## src/rtl/fifo_drain_ctrl.sv

```systemverilog
// Drains a synchronous FIFO into a 2-entry output buffer with valid/ready handoff.
// Optional running XOR checksum when FIFO_DRAIN_CSUM_EN is defined.
// state | meaning
// IDLE  | waiting for go
// RUN   | issuing reads
// FLUSH | no new reads, draining in-flight and buffered words
// DONE  | burst finished, waiting for go to drop
module fifo_drain_ctrl #(
  parameter int DATA_W = 32,
  parameter int CNT_W  = 16
) (
  input  logic              Clk,
  input  logic              Rst,
  input  logic              go,
  input  logic [CNT_W-1:0]  max_words,
  input  logic              EMPTY,
  input  logic [DATA_W-1:0] fifo_data,
  output logic              RD,
  output logic              EN,
  output logic [DATA_W-1:0] out_data,
  output logic              out_valid,
  input  logic              out_ready,
  output logic [CNT_W-1:0]  words_done,
  output logic              busy,
  output logic [DATA_W-1:0] csum
);

  typedef enum logic [1:0] {S_IDLE, S_RUN, S_FLUSH, S_DONE} state_t;

  state_t            state_q, state_d;
  logic              pending_q;
  logic [1:0]        occ_q, occ_d;
  logic [DATA_W-1:0] buf0_q, buf1_q, buf0_d, buf1_d;
  logic [CNT_W-1:0]  max_q, rd_cnt_q, words_q;
  logic              start, xfer, limit_hit;
  logic [2:0]        inflight;

  assign start     = (state_q == S_IDLE) & go;
  assign xfer      = out_valid & out_ready;
  assign limit_hit = (max_q != '0) & (rd_cnt_q == max_q);
  assign inflight  = {1'b0, occ_q} + {2'b00, pending_q};

  always_ff @(posedge Clk or negedge Rst) begin
    if (!Rst) state_q <= S_IDLE;
    else      state_q <= state_d;
  end

  always_comb begin
    state_d = state_q;
    case (state_q)
      S_IDLE:  if (go) state_d = S_RUN;
      S_RUN:   if (!go || limit_hit) state_d = S_FLUSH;
      S_FLUSH: if (!pending_q && occ_q == 2'd0) state_d = S_DONE;
      S_DONE:  if (!go) state_d = S_IDLE;
      default: state_d = S_IDLE;
    endcase
  end

  always_comb begin
    RD   = Rst & (state_q == S_RUN) & ~EMPTY & (inflight < 3'd2) & ~limit_hit;
    busy = (state_q == S_RUN) | (state_q == S_FLUSH);
    EN   = Rst;
  end

  // Buffer update: capture of the word read last cycle and/or pop of the head.
  always_comb begin
    buf0_d = buf0_q;
    buf1_d = buf1_q;
    occ_d  = occ_q;
    case ({pending_q, xfer})
      2'b01: begin
        buf0_d = buf1_q;
        occ_d  = occ_q - 2'd1;
      end
      2'b10: begin
        if (occ_q == 2'd0) buf0_d = fifo_data;
        else               buf1_d = fifo_data;
        occ_d = occ_q + 2'd1;
      end
      2'b11: begin
        if (occ_q == 2'd1) begin
          buf0_d = fifo_data;
        end else begin
          buf0_d = buf1_q;
          buf1_d = fifo_data;
        end
      end
      default: ;
    endcase
  end

  always_ff @(posedge Clk or negedge Rst) begin
    if (!Rst) begin
      pending_q <= 1'b0;
      occ_q     <= 2'd0;
      buf0_q    <= '0;
      buf1_q    <= '0;
      max_q     <= '0;
      rd_cnt_q  <= '0;
      words_q   <= '0;
    end else begin
      pending_q <= RD;
      occ_q     <= occ_d;
      buf0_q    <= buf0_d;
      buf1_q    <= buf1_d;
      if (start) begin
        max_q    <= max_words;
        rd_cnt_q <= '0;
        words_q  <= '0;
      end else begin
        if (RD)   rd_cnt_q <= rd_cnt_q + 1'b1;
        if (xfer) words_q  <= words_q + 1'b1;
      end
    end
  end

  assign out_valid  = (occ_q != 2'd0);
  assign out_data   = buf0_q;
  assign words_done = words_q;

`ifdef FIFO_DRAIN_CSUM_EN
  logic [DATA_W-1:0] csum_q;

  always_ff @(posedge Clk or negedge Rst) begin
    if (!Rst)      csum_q <= '0;
    else if (start) csum_q <= '0;
    else if (xfer)  csum_q <= csum_q ^ out_data;
  end

  assign csum = csum_q;
`else
  assign csum = '0;
`endif

endmodule

```

## config.mk

```make
export PLATFORM = sky130hd
export DESIGN_NAME = fifo_drain_ctrl
export DESIGN_NICKNAME = d
export VERILOG_FILES = /design/src/rtl/fifo_drain_ctrl.sv
export SDC_FILE = /design/constraint.sdc
export NUM_CORES = 1
export LEC_CHECK = 0
export CORE_UTILIZATION = 45
export CTS_CLUSTER_SIZE = 30
export DETAILED_ROUTE_END_ITERATION = 12
export GPL_ROUTABILITY_DRIVEN = 0
export HOLD_SLACK_MARGIN = 0.02
export PLACE_DENSITY = 0.77
export SLEW_MARGIN = 20
export SYNTH_ARGS = -nofsm -noshare
export SYNTH_HDL_FRONTEND = slang
export SYNTH_SLANG_ARGS = --single-unit
```

## constraint.sdc

```tcl
create_clock -name Clk -period 2.5 [get_ports Clk]
set_input_delay 0.5 -clock Clk [delete_from_list [all_inputs] [get_ports Clk]]
set_output_delay 0.5 -clock Clk [all_outputs]
set_load 0.02 [all_outputs]
```

Word level (Yosys, flattened, before mapping):

Index checks and enable logic that the tools add are counted.

* $add $sub $neg: 5
* magnitude comparators: 1
* equality and inequality tests: 15
* muxes and demuxes: 16
* bitwise operators: 10
* reductions and logical operators: 16

Operator list (number)
* 2-to-1 mux 32 bit: 4
* case mux 32 bit (3 select lines): 1
* 2-to-1 mux 16 bit: 4
* case mux 32 bit (2 select lines): 1
* adder 16 x 1 -> 16 bit, second input constant: 2
* == test 16 bit: 1
* nonzero test 16 bit: 1
* != test 2 bit, second input constant: 7
* nonzero test 2 bit: 5
* == test 2 bit, second input constant: 4
* 2-to-1 mux 2 bit: 4
* case mux 2 bit (4 select lines): 1
* bitwise AND 1 bit: 7
* == test 2 x 1 -> 1 bit, second input constant: 3
* zero test 2 bit: 2
* case mux 2 bit (2 select lines): 1
* AND reduction 4 bit: 1
* adder 2 x 1 -> 3 bit: 1
* < comparator 3 x 2 -> 1 bit, second input constant: 1
* AND reduction 3 bit: 1
* nonzero test 3 bit: 1
* adder 2 x 1 -> 2 bit, second input constant: 1
* zero test 1 bit: 2
* inverter 1 bit: 2
* 5 further kinds: 5

* bits in registers: 117
* input port bits: 53
* output and inout bits: 84
* word-level logic and storage cells: 71

Depth between registers and ports, before layout:

Gate-level depths: netlist of the first run.

* depth after elaboration: 7
* depth in mapped cells: 10
* gate-level depth less buffers: 9

Worst setup path before layout of the first run:

Ideal clock, no wire load.

* path type: reg-to-reg
* from: register occ_q[0]
* to: register buf1_q[10]
* library setup time: 0.125 ns
* arrival time: 2.210 ns
* data required time: 2.375 ns
* path slack: 0.165 ns
* cell stages (with the launch flop): 9
* buffers on the path: 1
* period minus slack after synthesis: 2.335 ns
* cells stage by stage: dfrtp_1 -> inv_1 -> ha_1 -> nand2b_1 -> inv_2 -> ha_1 -> o211ai_1 -> clkbuf_1 -> mux2_2

* cells in the longest elaborated chain, start to end: 5
* elaborated cells on any way between the ends: 11
* those cells by class: eq/ne (5); mux (1); bitwise (1); reduce/logical (4)

RTL lines
* from (decl): line 32 `logic [1:0] occ_q, occ_d;`
* from (signal assigned): line 95 `occ_q <= 2'd0;`
* from (signal assigned): line 103 `occ_q <= occ_d;`
* nonzero test 2 bit: line 117 `assign out_valid = (occ_q != 2'd0);`
* bitwise AND 1 bit: line 39 `assign xfer = out_valid & out_ready;`
* == test 2 bit: line 70 `case ({pending_q, xfer})`
* != test 2 bit (no line) or nonzero test 2 bit (tied branches)
* AND reduction 3 bit (no line)
* to (signal assigned): line 105 `buf1_q <= buf1_d;`
* to (decl): line 33 `logic [DATA_W-1:0] buf0_q, buf1_q, buf0_d, buf1_d;`

Parallel ways exist; a longest one is shown, timed or not.
A chain may end at the register's enable or synchronous reset.

Final worst setup path of the first run:

* from: register rd_cnt_q[0]
* to: output port RD

* cells in the longest elaborated chain, start to end: 4

RTL lines
* from (decl): line 34 `logic [CNT_W-1:0] max_q, rd_cnt_q, words_q;`
* from (signal assigned): line 111 `if (RD) rd_cnt_q <= rd_cnt_q + 1'b1;`
* == test 16 bit: line 40 `assign limit_hit = (max_q != '0) & (rd_cnt_q == max_q);`
* bitwise AND 1 bit: line 40
* inverter 1 bit: line 60 `RD = Rst & (state_q == S_RUN) & ~EMPTY & (inflight < 3'd2) & ~limit_hit;`
* bitwise AND 1 bit: line 60
* to (decl): line 18 `output logic RD,`

Every way passes these cells.

==> results of run 1 <==
-- synth_stat cells (2+ instances only) --
library cell / instances / area, um^2
a21oi_1: 13 / 65.1
a22oi_1: 32 / 240
a31oi_1: 5 / 31.3
a41o_1: 5 / 50.1
and3_1: 5 / 31.3
buf_1: 2 / 7.51
buf_4: 33 / 248
clkbuf_1: 20 / 75.1
dfrtp_1: 117 / 2930
ha_1: 10 / 125
inv_1: 5 / 18.8
mux2_2: 32 / 360
mux2i_1: 2 / 20.0
nand2_1: 105 / 394
nand2b_1: 2 / 12.5
nand3_1: 12 / 60.1
nand4_1: 7 / 43.8
nor2_1: 31 / 116
nor3_1: 2 / 10.0
nor4_1: 2 / 12.5
nor4_2: 4 / 50.1
o21ai_0: 36 / 180
o21ai_1: 7 / 35.0
or3_1: 9 / 56.3
xnor2_1: 16 / 140
xor2_1: 19 / 166
-- power breakdown --
part	leakage, nW	internal, W	switching [W]
sequential	1.50	0.00257	0.000501
clock	0.309	0.00169	0.000832
combinational	1.68	0.00141	0.00148
-- kinds of logic (layout without fill, tap and decap cells) --
kind of cell	Yosys count	after routing	share of synthesized area, %
AOI/OAI and AO/OA	104	104	11.8
muxes	35	35	6.93
DFF	117	117	51.8
other	1	32	0.0663
xor gates and xnor gates	35	35	5.42
buffers and inverters	64	170	6.62
adders and majority gates	10	10	2.21
and+or+nand+nor	186	186	15.2
-- routing by layer --
layer	up-vias	global-route usage [%]	share of wire, %
met4	0	8.74	1.6
li1	2101	-	-
met3	19	7.46	5.5
met5	-	0	0
met1	2144	27.5	44
met2	142	34.4	49
-- stage by stage --
stage | utilization, % | instance area (um^2)
floorplan | - | 5770
global placement | 57.1 | 6920
detailed placement | 57.1 | 6920
CTS | 62.3 | 7550
global route | 62.7 | 7590
finish | 62.7 | 7590
-- final timing paths --
path	to	cells after the start	from
worst max-delay path	RD	6	rd_cnt_q[0]$_DFFE_PN0P_
worst min-delay path	out_data[23]$_DFFE_PN0P_	2	out_data[23]$_DFFE_PN0P_
worst max register to register	buf1_q[12]$_DFFE_PN0P_	7	occ_q[0]$_DFFE_PN0P_
worst min register to register	out_data[23]$_DFFE_PN0P_	2	out_data[23]$_DFFE_PN0P_
max in group asynchronous	out_data[18]$_DFFE_PN0P_	4	Rst
min in group asynchronous	rd_cnt_q[13]$_DFFE_PN0P_	2	Rst
-- timing repair --
action,CTS,global route
gates resized for setup,5,6
pin swaps,1,3
hold buffers,1,0
endpoints found under the hold margin,12,0
setup buffers,0,2
setup endpoints to repair,1,2
-- registers in the layout, indices dropped and copies added (netlist names) --
| signal | count |
|---|---|
| buf1_q | 32 |
| out_data | 32 |
| max_q | 16 |
| rd_cnt_q | 16 |
| words_done | 16 |
| occ_q | 2 |
| state_q | 2 |
| pending_q | 1 |
-- worst register-to-register path: cells and delay by family (launching register included) --
| family | cells | cell delay, ns |
|---|---|---|
| fa+ha+maj | 2 | 0.55 |
| compound gates | 1 | 0.32 |
| flops | 1 | 0.42 |
| buf+inv | 2 | 0.32 |
| simple gates | 1 | 0.21 |
| mux | 1 | 0.39 |
-- final cells by class --
cell class / count / share of cell area (%)
repair buffers: 132 / 16.9
inverters: 6 / 0.297
well taps: 168 / 2.77
clock inverters: 9 / 1.62
clock buffers: 23 / 6.56
flip-flops and latches: 117 / 38.6
multi-input cells: 402 / 33.2
==> impl_metrics.json, run 1 <==
{
  "outcome": "complete, no violations",
  "period_needed_ns": 2.47,
  "drv_slew": 0,
  "grt_max_degree": 68,
  "drive_gt1_share_pct": 16.0,
  "holdWs_ns": 0.472,
  "grt_overflow_total": 0,
  "nets": 739,
  "syn2layout_area_growth_pct": 34.2,
  "numPortBuffers": 104,
  "grt.total_usage_pct": 21.8,
  "fillCellCount": 976,
  "numCtsBuffers": 17,
  "hold_viol_final": 0,
  "ff_latch_area_um2": 2930,
  "synth_cell_type_count": 45,
  "worstSetupStartpointType": "flip-flop",
  "fmax_mhz": 405,
  "antenna_left": 0,
  "hp-class": "reg -> reg",
  "hpwl_mm": 8.92,
  "cp_num_buf_inv": 1,
  "start_util_pct": 46.7,
  "drtIter0Drc": 252,
  "drtPass1Iterations": 4,
  "cp.required_ns": 2.00,
  "root_buffer": "clkbuf_16",
  "final_common_cell": "dfrtp_1",
  "setup_violations": 0,
  "finClkSkew_ns": 0.0131,
  "antenna_cells": 0,
  "netlist_area_um2": 5650,
  "power_w": 0.00848,
  "synth_edf_count": 0,
  "numPlacedInstances": 822,
  "synthCells": 552,
  "tightest_slew_ns": 0.838,
  "htree_levels": 4,
  "synth_ff_type": "dfrtp_1",
  "path_clk_slew_ns": 0.05,
  "critPathKind": "reg -> out",
  "fin_crit_sh_pct": 98.7,
  "timing.final.ws_setup_ns": 0.0322,
  "instances_no_fill": 857,
  "p_leak_nw": 3.49,
  "cp_max_fo": 4,
  "dieHeight_um": 114,
  "crit_family": "simple AND/OR/NAND/NOR gates",
  "multiInputGateArea_um2": 2520,
  "cts_tree": "done",
  "ys_warn_count": 0,
  "synth-seq-cells": 117,
  "worstPathCellList": "xor2_1 -> nor4_2 -> and3_4 -> and2_4 -> nor2_2 -> buf_4",
  "clock_path_buffers": 2,
  "max-slew-margin-rel_pct": 44.1,
  "die_w_um": 114,
  "vias": 4406,
  "tns_ns": 0,
  "via_per_inst": 5.14,
  "worstPathArrival_ns": 1.97,
  "reg2reg_slack_ns": 0.16,
  "final_cell_mix": "116 x dfrtp_1, 105 x nand2_1, 102 x clkdlybuf4s50_1",
  "crit_slowest_cell": "dfrtp_2",
  "ir_drop_mv": 0.689,
  "wl_per_cell_um": 15.5,
  "seq_area_frac_synth_pct": 51.8,
  "rows": 40,
  "antenna_found_initial": 0,
  "cts.sinks": 117,
  "grt_pass1_wl_mm": 21.7,
  "crit_path_end_kind": "output port",
  "insertion_delay_ns": 0.42,
  "cp_slowest_stage_delay_ns": 0.44,
  "routed_wl_mm": 13.3,
  "cap_violations": 0,
  "dieArea_um2": 13000,
  "drc_errors": 0,
  "syn_avg_cell_area_um2": 10.2,
  "core_area_um2": 12100,
  "grt_pass1_vias": 4357,
  "synth-async-reset-ratio_pct": 100,
  "io_pins": 137,
  "p_per_area_nw_per_um2": 1120,
  "dp_slack_ns": 0.0272
}
(Power assumes the default switching activity.)
==> inputs of run 2 (changes only) <==
--- a/config.mk
+++ b/config.mk
@@ -5,12 +5,12 @@
 export SDC_FILE = /design/constraint.sdc
 export NUM_CORES = 1
 export LEC_CHECK = 0
-export CORE_UTILIZATION = 45
+export CORE_UTILIZATION = 38
 export CTS_CLUSTER_SIZE = 30
 export DETAILED_ROUTE_END_ITERATION = 12
 export GPL_ROUTABILITY_DRIVEN = 0
 export HOLD_SLACK_MARGIN = 0.02
-export PLACE_DENSITY = 0.77
+export PLACE_DENSITY = 0.66
 export SLEW_MARGIN = 20
 export SYNTH_ARGS = -nofsm -noshare
 export SYNTH_HDL_FRONTEND = slang
==> run 2 against run 1 <==
Effect of this change:
- sequential power about the same
- clock power decreased by 4%
- die area increased by 18%
- critical path depth unchanged
- final cell count increased by 1.8%
- utilization decreased by 11 points
- clock skew decreased by 0.0062 ns
- critical path type unchanged
- highest routed layer unchanged
==> impl_metrics.json, run 2 (synthesis gave the netlist of run 1 again) <==
{
  "finClkSkew_ns": 0.00694,
  "grt_max_degree": 69,
  "combPwrFrac_pct": 34.6,
  "numPortBuffers": 104,
  "cts_hold_buf": 0,
  "rsz0062_at_grt": "yes",
  "setup_violations": 0,
  "placed_area_um2": 6960,
  "swShare_pct": 33.5,
  "ir_drop_mv": 0.605,
  "cts.sinks": 117,
  "worstPathArrival_ns": 1.92,
  "cts_tree": "done",
  "r2r_start": "occ_q[0]$_DFFE_PN0P_",
  "cp_slowest_stage_delay_ns": 0.40,
  "grt.total_usage_pct": 18.1,
  "insertion_delay_ns": 0.41,
  "via_per_inst": 5.05,
  "drtPass1Iterations": 4,
  "antenna_cells": 0,
  "antenna_found_initial": 0,
  "numPlacedInstances": 840,
  "dieHeight_um": 124,
  "p_per_area_nw_per_um2": 1100,
  "seqPwrFrac_pct": 36.5,
  "grt_pass1_vias": 4296,
  "period_needed_ns": 2.42,
  "core_area_um2": 14500,
  "critPathKind": "reg -> out",
  "hp-class": "in -> async",
  "hpwl_mm": 8.73,
  "outcome": "complete, no violations",
  "rows": 44,
  "final_cell_mix": "117 x dfrtp_1, 105 x nand2_1, 101 x clkdlybuf4s50_1",
  "antenna_left": 0,
  "hold_viol_final": 0,
  "vias": 4405,
  "p_switching_w": 0.00280,
  "post_cts_buffers": 0,
  "wl_per_cell_um": 14.9,
  "clock_path_buffers": 2,
  "cp_max_fo": 2,
  "fin_crit_sh_pct": 96.7,
  "start_util_pct": 38.9,
  "max-slew-margin-rel_pct": 42.9,
  "drv_slew": 0,
  "nets": 738,
  "dieArea_um2": 15400,
  "cap_violations": 0,
  "fmax_mhz": 414,
  "p_leak_nw": 3.47,
  "drive_gt1_share_pct": 15.4,
  "crit_slowest_cell": "dfrtp_1",
  "tightest_slew_ns": 0.856,
  "clkPwrFrac_pct": 28.9,
  "finalInstanceArea_um2": 7570,
  "die_w_um": 124,
  "grt_pass1_wl_mm": 21.0,
  "routed_wl_mm": 13.0,
  "path_clk_slew_ns": 0.05,
  "instances_no_fill": 872,
  "cp.required_ns": 2.00,
  "crit_path_end_kind": "output port",
  "htree_levels": 4,
  "drc_errors": 0,
  "reg2reg_slack_ns": 0.20,
  "io_pins": 137,
  "final_common_cell": "dfrtp_1",
  "numCtsBuffers": 17,
  "root_buffer": "clkbuf_16",
  "p_int_w": 0.00555,
  "drtIter0Drc": 176,
  "worstPathCellList": "nor4_4 -> nand4_2 -> and3_4 -> and2_4 -> nor2_1 -> buf_2",
  "setup.worst_path.start": "max_q[11]$_DFFE_PN0P_",
  "fillCellCount": 1314,
  "syn2layout_area_growth_pct": 34.0,
  "worstSetupStartpointType": "flip-flop",
  "grt_overflow_total": 0
}
run 2: power by group through the flow:
stage | Sequential [W] | Combinational, W | Clock [W]
2_1_floorplan | 0.00326 | 0.00149 | 0
3_3_place_gp | 0.00303 | 0.00282 | 0
3_5_place_dp | 0.00305 | 0.00290 | 0
4_1_cts | 0.00305 | 0.00293 | 0.00247
5_1_grt | 0.00313 | 0.00319 | 0.00257
6_report | 0.00304 | 0.00288 | 0.00241
run 2: layout make-up:
type	count	area (um^2)	share of cell area (%)
sequential	117	2930	38.7
multi-input combinational	402	2510	33.2
timing repair buffer	131	1290	17.0
clock buffer	19	433	5.72
tap	184	230	3.04
clock inverter	13	159	2.10
inverter	6	22.5	0.297
run 2: layer usage:
metal / global-route usage, % / vias to the layer above / part of all wire (%)
li1: - / 2096 / -
met1: 22.0 / 2165 / 44
met2: 29.6 / 133 / 48
met3: 6.91 / 11 / 6.5
met4: 5.95 / 0 / 1.2
met5: 0 / - / 0
run 2: path summary, 6_finish.rpt:
| check | endpoint | cells past startpoint |
|---|---|---|
| min in group Clk | pending_q$_DFF_PN0_ | 3 |
| max | RD | 6 |
| max reg2reg | buf1_q[10]$_DFFE_PN0P_ | 7 |
| max in group asynchronous | buf1_q[17]$_DFFE_PN0P_ | 3 |
| min | words_done[6]$_DFFE_PN0P_ | 2 |
| min reg2reg | out_data[5]$_DFFE_PN0P_ | 2 |
run 2: what timing repair did:
action                     CTS  global route
gates resized for setup      6             2
pin swaps                    1             1
setup endpoints to repair    1             3
gates cloned                 0             0
run 2: metrics by stage:
stage | setup slack, ns | util [%] | power [W] | setup TNS, ns | hold slack (ns)
detailed placement | 0.0207 | 47.9 | 0.00595 | 0 | 0.476
global route | -0.0383 | 52.1 | 0.00890 | -0.0383 | 0.0828
floorplan | 0.165 | - | 0.00475 | 0 | 0.204
finish | 0.0831 | 52.1 | 0.00834 | 0 | 0.0886
CTS | 0.0462 | 52.0 | 0.00845 | 0 | 0.0855
global placement | 0.0837 | 47.9 | 0.00585 | 0 | 0.466
run 2: worst max-delay path, delay by kind of cell, from the launching register on:
kind	cells	cell delay, ns
buf+inv	1	0.19
simple gates	5	0.92
flops	1	0.40
